<file path="src/rtl/multicore_pc_stack_bank.sv">
// NUM_CORES independent program counters, each with a private hardware return stack.
// Optional PC_HALT_EN adds a per-core halt input that freezes that core completely.
module multicore_pc_stack_bank #(
  parameter int NUM_CORES    = 4,
  parameter int ADDR_W       = 16,
  parameter int STACK_DEPTH  = 8,
  parameter int START_BASE   = 0,
  parameter int START_STRIDE = 3
) (
  input  logic                        clk,
  input  logic                        reset,
  input  logic [NUM_CORES-1:0]        jump,
  input  logic [NUM_CORES-1:0]        call,
  input  logic [NUM_CORES-1:0]        ret,
`ifdef PC_HALT_EN
  input  logic [NUM_CORES-1:0]        halt,
`endif
  input  logic [NUM_CORES*ADDR_W-1:0] target_addr,
  output logic [NUM_CORES*ADDR_W-1:0] pc_out,
  output logic [NUM_CORES*ADDR_W-1:0] stack_top,
  output logic [NUM_CORES-1:0]        stack_empty,
  output logic [NUM_CORES-1:0]        stack_full,
  output logic [NUM_CORES-1:0]        stack_ovf,
  output logic [NUM_CORES-1:0]        stack_unf
);

  localparam int IDX_W = $clog2(STACK_DEPTH);
  localparam int SP_W  = IDX_W + 1;
  localparam logic [SP_W-1:0] SP_FULL = SP_W'(STACK_DEPTH);

  genvar gi;
  generate
    for (gi = 0; gi < NUM_CORES; gi++) begin : g_core
      localparam logic [ADDR_W-1:0] START_PC = ADDR_W'(START_BASE + gi * START_STRIDE);

      logic [ADDR_W-1:0] r_pc;
      logic [ADDR_W-1:0] r_top;
      logic [SP_W-1:0]   r_sp;
      logic              r_ovf;
      logic              r_unf;
      logic [ADDR_W-1:0] r_stack [STACK_DEPTH];

      logic              w_run;
      logic              w_empty;
      logic              w_full;
      logic              w_do_ret;
      logic              w_do_call;
      logic              w_do_jump;
      logic              w_push;
      logic [ADDR_W-1:0] w_tgt;
      logic [ADDR_W-1:0] w_pc_inc;
      logic [ADDR_W-1:0] w_below;
      logic [IDX_W-1:0]  w_wr_idx;
      logic [IDX_W-1:0]  w_below_idx;

`ifdef PC_HALT_EN
      assign w_run = ~halt[gi];
`else
      assign w_run = 1'b1;
`endif

      assign w_tgt     = target_addr[gi*ADDR_W +: ADDR_W];
      assign w_pc_inc  = r_pc + ADDR_W'(1);
      assign w_empty   = (r_sp == '0);
      assign w_full    = (r_sp == SP_FULL);

      // ret > call > jump > increment; losing strobes have no side effect
      assign w_do_ret  = w_run & ret[gi];
      assign w_do_call = w_run & ~ret[gi] & call[gi];
      assign w_do_jump = w_run & ~ret[gi] & ~call[gi] & jump[gi];
      assign w_push    = w_do_call & ~w_full & ~reset;

      assign w_wr_idx    = r_sp[IDX_W-1:0];
      assign w_below_idx = IDX_W'(r_sp - SP_W'(2));
      // Entry that becomes the new top after a pop; zero once the stack drains
      assign w_below     = (r_sp >= SP_W'(2)) ? r_stack[w_below_idx] : '0;

      always_ff @(posedge clk) begin
        if (w_push) begin
          r_stack[w_wr_idx] <= w_pc_inc;
        end
      end

      always_ff @(posedge clk) begin
        if (reset) begin
          r_pc  <= START_PC;
          r_sp  <= '0;
          r_top <= '0;
          r_ovf <= 1'b0;
          r_unf <= 1'b0;
        end else if (w_do_ret) begin
          if (w_empty) begin
            r_pc  <= w_pc_inc;
            r_unf <= 1'b1;
          end else begin
            r_pc  <= r_top;
            r_sp  <= r_sp - SP_W'(1);
            r_top <= w_below;
          end
        end else if (w_do_call) begin
          r_pc <= w_tgt;
          if (w_full) begin
            r_ovf <= 1'b1;
          end else begin
            r_sp  <= r_sp + SP_W'(1);
            r_top <= w_pc_inc;
          end
        end else if (w_do_jump) begin
          r_pc <= w_tgt;
        end else if (w_run) begin
          r_pc <= w_pc_inc;
        end
      end

      assign pc_out[gi*ADDR_W +: ADDR_W]    = r_pc;
      assign stack_top[gi*ADDR_W +: ADDR_W] = r_top;
      assign stack_empty[gi]                = w_empty;
      assign stack_full[gi]                 = w_full;
      assign stack_ovf[gi]                  = r_ovf;
      assign stack_unf[gi]                  = r_unf;
    end
  endgenerate

endmodule
</file>
<file path="config.mk">
export PLATFORM = sky130hd
export DESIGN_NAME = multicore_pc_stack_bank
export DESIGN_NICKNAME = d
export VERILOG_FILES = /design/src/rtl/multicore_pc_stack_bank.sv
export SDC_FILE = /design/constraint.sdc
export NUM_CORES = 1
export LEC_CHECK = 0
export BUFFER_PORTS_ARGS = -buffer_cell sky130_fd_sc_hd__buf_2
export CORE_ASPECT_RATIO = 0.6
export CORE_UTILIZATION = 35
export CTS_CLUSTER_DIAMETER = 30
export DETAILED_ROUTE_END_ITERATION = 6
export GPL_ROUTABILITY_DRIVEN = 0
export MAX_ROUTING_LAYER = met4
export SYNTH_ARGS = -nofsm -noshare
export SYNTH_HDL_FRONTEND = slang
export SYNTH_SLANG_ARGS = --single-unit
</file>
<file path="constraint.sdc">
create_clock -name clk -period 6.55 [get_ports clk]
set_clock_uncertainty 0.2 [all_clocks]
set_input_delay 0.655 -clock clk [delete_from_list [all_inputs] [get_ports clk]]
set_output_delay 0.655 -clock clk [all_outputs]
set_load 0.02 [all_outputs]
</file>
Yosys cells after proc, flatten, opt, wreduce, memory -nomap -nowiden. Memories as Yosys holds them, arrays and structs flattened. Index checks and enable logic that the tools add are counted.

Bits in registers: 152. Word-level logic and storage cells: 169. Bits in writable memories: 512. Input bits: 78. Memories kept: 4.

Magnitude comparators: 4. Reductions and logical operators: 20. Add/sub/neg operators: 16. Mux-type cells: 60. Bitwise operators: 33. Eq/ne operators: 12.

Memory list: g_core[0].r_stack (depth 8, bits a word 16, read ports 1, clocked after Yosys merged registers in 0, wr ports 1, RTL line 41) `logic [ADDR_W-1:0] r_stack [STACK_DEPTH];`; g_core[1].r_stack (depth 8, bits a word 16, read ports 1, clocked after Yosys merged registers in 0, wr ports 1, RTL line 41); g_core[2].r_stack (depth 8, bits a word 16, read ports 1, clocked after Yosys merged registers in 0, wr ports 1, RTL line 41); g_core[3].r_stack (depth 8, bits a word 16, read ports 1, clocked after Yosys merged registers in 0, wr ports 1, RTL line 41).

Operator list (count): $mux W16 (36); $add A16 B1 Y16 const B (4); $mux W4 (16); $reduce_and A3 Y1 (8); $and A1 B1 Y1 (20); $add A4 B1 Y4 const B (4); $eq A4 B4 Y1 const B (4); $ge A4 B2 Y1 const B (4); $logic_not A4 Y1 (4); $ne A2 B2 Y1 const B (8); $sub A4 B1 Y4 const B (4); $not A1 Y1 (13); $sub A3 B2 Y3 const B (4); $mux W1 (8); $reduce_and A2 Y1 (4); $reduce_bool A2 Y1 (4).

Logic depth before layout (Yosys ltp).
Depth in word-level cells: 6. Depth in mapped cells: 12.

Worst setup path after synthesis. No wires, ideal clock.

Path type: input port to flip-flop. From: input port ret[0]. To: memory g_core[0].r_stack[0][0] (enable). Path slack: 3.188 ns. Path buffers: 1. Data arrival time: 2.750 ns. Stages: 5. Path through: clkbuf_1 -> xor2_1 -> a21oi_2 -> nand2_1 -> nor3b_1.

Longest elaborated chain between the ends: 6.

RTL lines: from (decl) (RTL line 14) `input logic [NUM_CORES-1:0] ret,`; $not A1 Y1 (no line); $and A1 B1 Y1 (RTL line 69) `assign w_do_call = w_run & ~ret[gi] & call[gi];`; $and A1 B1 Y1 (2 in series) (RTL line 71) `assign w_push = w_do_call & ~w_full & ~reset;`; $mux W1 (RTL line 79) `if (w_push) begin`; $mux W1 (implied by the code) (RTL line 80) `r_stack[w_wr_idx] <= w_pc_inc;`; to (decl) (RTL line 41).

No other way between the ends.

Final worst setup path.
From: register g_core[2].r_sp[1]. To: register g_core[2].r_top[4].

Longest elaborated chain between the ends: 5. Elaborated cells on any way between the ends: 11. Those cells by class: add/sub: 1; order compare: 1; eq/ne: 3; mux: 3; reduce/logical: 2; memory: 1.

RTL lines: from (decl) (RTL line 38) `logic [SP_W-1:0] r_sp;`; from (signal assigned) (RTL line 97) `r_sp <= r_sp - SP_W'(1);`; from (signal assigned) (RTL line 105) `r_sp <= r_sp + SP_W'(1);`; $sub A3 B2 Y3 (RTL line 74) `assign w_below_idx = IDX_W'(r_sp - SP_W'(2));`; $mem_v2 Z8 W16; $mux W16 (RTL line 76) `assign w_below = (r_sp >= SP_W'(2)) ? r_stack[w_below_idx] : '0;`; $mux W16 (RTL line 92) `if (w_empty) begin`; $mux W16 (RTL line 91) `end else if (w_do_ret) begin`; to (signal assigned) (RTL line 98) `r_top <= w_below;`; to (signal assigned) (RTL line 106) `r_top <= w_pc_inc;`; to (decl) (RTL line 37) `logic [ADDR_W-1:0] r_top;`.

Several ways; a longest one is shown, not always the timed one. The select of a mux whose other input is x is not followed. A chain may end at the register's enable or synchronous reset.

==> impl_metrics.ini <==
[run_status]
status = complete, no violations

[setup_path]
critPathMaxFanout = 39
rr_endpoint = g_core[2].r_top[4]
r2r_cells = 8
crit_cells = 8
cp_slowest_cell = ha_1
end_kind = register
r2r_start = g_core[2].r_sp[1]
cp.arrival_ns = 3.65
rrSetupSlack_ns = 3.30
crit_buf_inv = 3
startpoint = g_core[2].r_sp[1]
path_cells = buf_4 > inv_1 > ha_1 > clkinv_1 > or2_2 > nor2b_1 > a221oi_1 > a21oi_1
startpoint_type = register
required_ns = 6.95
criticalPathCategory = reg2reg
max_stage_delay_ns = 0.71
path_delay_family = buffers and inverters

[global_route]
grtUsageTotal_pct = 17.89
grt_pass1_vias = 16470
use_met1_pct = 26.53
grt-ovfl-total = 0
grt_start_max_net_pins = 55
grt_antenna_before_repair = 1
grt_pass1_wl_um = 103800
gr-usage-met2_pct = 24.42
met3_usage_pct = 4.359
busiest_layer = met1

[clock_network]
cts_tree = built
clock-sinks = 664
clk-insertion-delay-late_ns = 0.66
clk_pin_slew_ns = 0.07
h-tree-depth = 3
cts-root-buf = clkbuf_16
numCtsBuffers = 102
cts_max_path_buffers = 3
post-cts-setup-buffers = 0

[finish]
utilization_pct = 42.70
nNetsFinal = 2125
antenna_cells = 0
drive_gt1_share_pct = 27.87
area_growth_pct = 20.87
final_common_cell = edfxtp_1
design_area_sq_um = 33090
final_cell_mix = edfxtp_1 (512), buf_2 (220), dfxtp_1 (144)

[pwr]
p_leak_nw = 11.73
ir_drop_mv = 0.2979
total_power_mw = 14.89
p_per_area_nw_per_um2 = 450.1

[die]
core-area_sq_um = 77490
io_pins = 222
start_util_pct = 35.33
rows = 79
die_h_um = 218.6
die_area_sq_um = 79380
die_w_um = 363.1

[yosys]
synth_cell_type_count = 67
syn_inst = 1766
ys_warn_count = 0
syn_area_sq_um = 27380
yosys.area_share.simple_pct = 6.266
synth_top_family_by_area = multiplexers
syn_nets = 1876
synth-xor-area-share_pct = 2.176
synthMuxAreaShare_pct = 11.49
avgSynthCellArea_sq_um = 15.50
seq_area_frac_synth_pct = 67.28
synth_flop_cell = edfxtp_1
synth_seq_cells = 664
ys_async_sr_fraction_pct = 0
synth_compound_area_share_pct = 8.309
yosys.area_share.adder_pct = 1.572
synth-edff-count = 512

[sta]
min_period_ns = 3.253
fin_tns_setup_ns = 0
fin_crit_sh_pct = 49.67
fmax_mhz = 307.4
drv_slew = 0
grt_setup_unrepaired = no
worstMarginPinSlew_ns = 1.168
finalHoldViolations = 0
max_slew_margin_pct = 22.10
final-setup-viol-count = 0

[hold_path]
holdPathEnd = g_core[3].r_pc[0]
min_from = target_addr[48]
holdPathStages = 3
hp-class = in2reg

[placed_design]
dp_hpwl_um = 45660
io_buffers = 221
placed_area_sq_um = 29450

[routing]
wirelength_um = 69090
drc = 0
post_drt_wl_per_cell_um = 21.92
vias_per_cell = 5.340
first_pass_iters = 6
drtIter0Drc = 1602
num_vias = 16830
ant_nets = 0

[job]
max-cap-violations = 0
state kept, by name, indices dropped and copies added (netlist names):
name            count
g_core.r_unf        4
g_core.r_stack    512
g_core.r_ovf        4
g_core.r_pc        64
g_core.r_top       64
g_core.r_sp        16
logic make-up (layout without fill, tap and decap cells):
logic type / count (synthesis) / in the layout
flip-flops: 664 / 664
buffers and inverters: 164 / 497
adder cells (fa/ha/maj): 32 / 32
AND/OR/NAND/NOR: 342 / 342
XOR/XNOR: 68 / 68
AO/OA/AOI/OAI: 342 / 342
multiplexers: 154 / 154
what timing repair did:
item                                    CTS  global route
endpoints found under the setup margin    0             0
endpoints found under the hold margin     2             0
gates resized for setup                   0             0
hold buffers                              2             0
metrics by stage:
stage | hold slack [ns] | cells | setup slack [ns]
after CTS | 0.0005456 | 3152 | 2.865
after detailed placement | 0.2488 | 2962 | 3.078
after global placement | 0.2468 | 2962 | 3.155
final | 0.05349 | 3152 | 3.297
after floorplan | 0.2380 | 1766 | 3.188
after global routing | 0.03036 | 3152 | 3.107
how the worst max path moves through the flow:
stage | end | slack, ns
final | g_core[2].r_top[4] | 3.30
after global routing | g_core[2].r_top[5] | 3.11
after CTS | stack_empty[0] | 2.87
after detailed placement | g_core[3].r_stack[2][14] | 3.08
after global placement | g_core[3].r_stack[2][14] | 3.15
after floorplan | g_core[0].r_stack[0][0] | 3.19
metal layers:
metal  vias to the layer above  wire length [um]
met5                         -                 0
met2                       639             30060
met3                        94              4986
met4                         0              1049
met1                      8635             33000
li1                       7465                 -
where the power goes:
part           switching, mW  total, mW  internal [mW]  leakage (nW)
sequential             0.365       5.46           5.09          5.95
combinational           2.34       3.75           1.41          4.04
clock                   2.03       5.69           3.66          1.74
total                   4.73       14.9           10.2          11.7
layout make-up:
class | instances | area [sq um]
Timing Repair Buffer | 245 | 1294
Fill cell | 6957 | 44410
Tap cell | 1053 | 1318
Inverter | 64 | 240.2
Clock inverter | 73 | 1003
Multi-Input combinational cell | 938 | 8195
Sequential cell | 664 | 18430
Clock buffer | 115 | 2611
cells in the mapped netlist, types with 30 or more instances:
cell / instances / area share (%)
a21oi_1: 93 / 1.7
a22oi_1: 62 / 1.7
and2_1: 30 / 0.69
clkbuf_1: 35 / 0.48
dfxtp_1: 152 / 11
edfxtp_1: 512 / 56
inv_1: 55 / 0.75
mux4_2: 128 / 11
nand2_1: 88 / 1.2
nand3_1: 38 / 0.69
nor2_1: 95 / 1.3
o21ai_0: 45 / 0.82
o22ai_1: 38 / 0.87
xnor2_1: 39 / 1.2
tightest hold or removal path, delay by kind of cell:
kind | cells | cell delay [ns]
AOI/OAI and AO/OA | 2 | 0.13
buffers and inverters | 1 | 0.08
(Power assumes the default switching activity.)
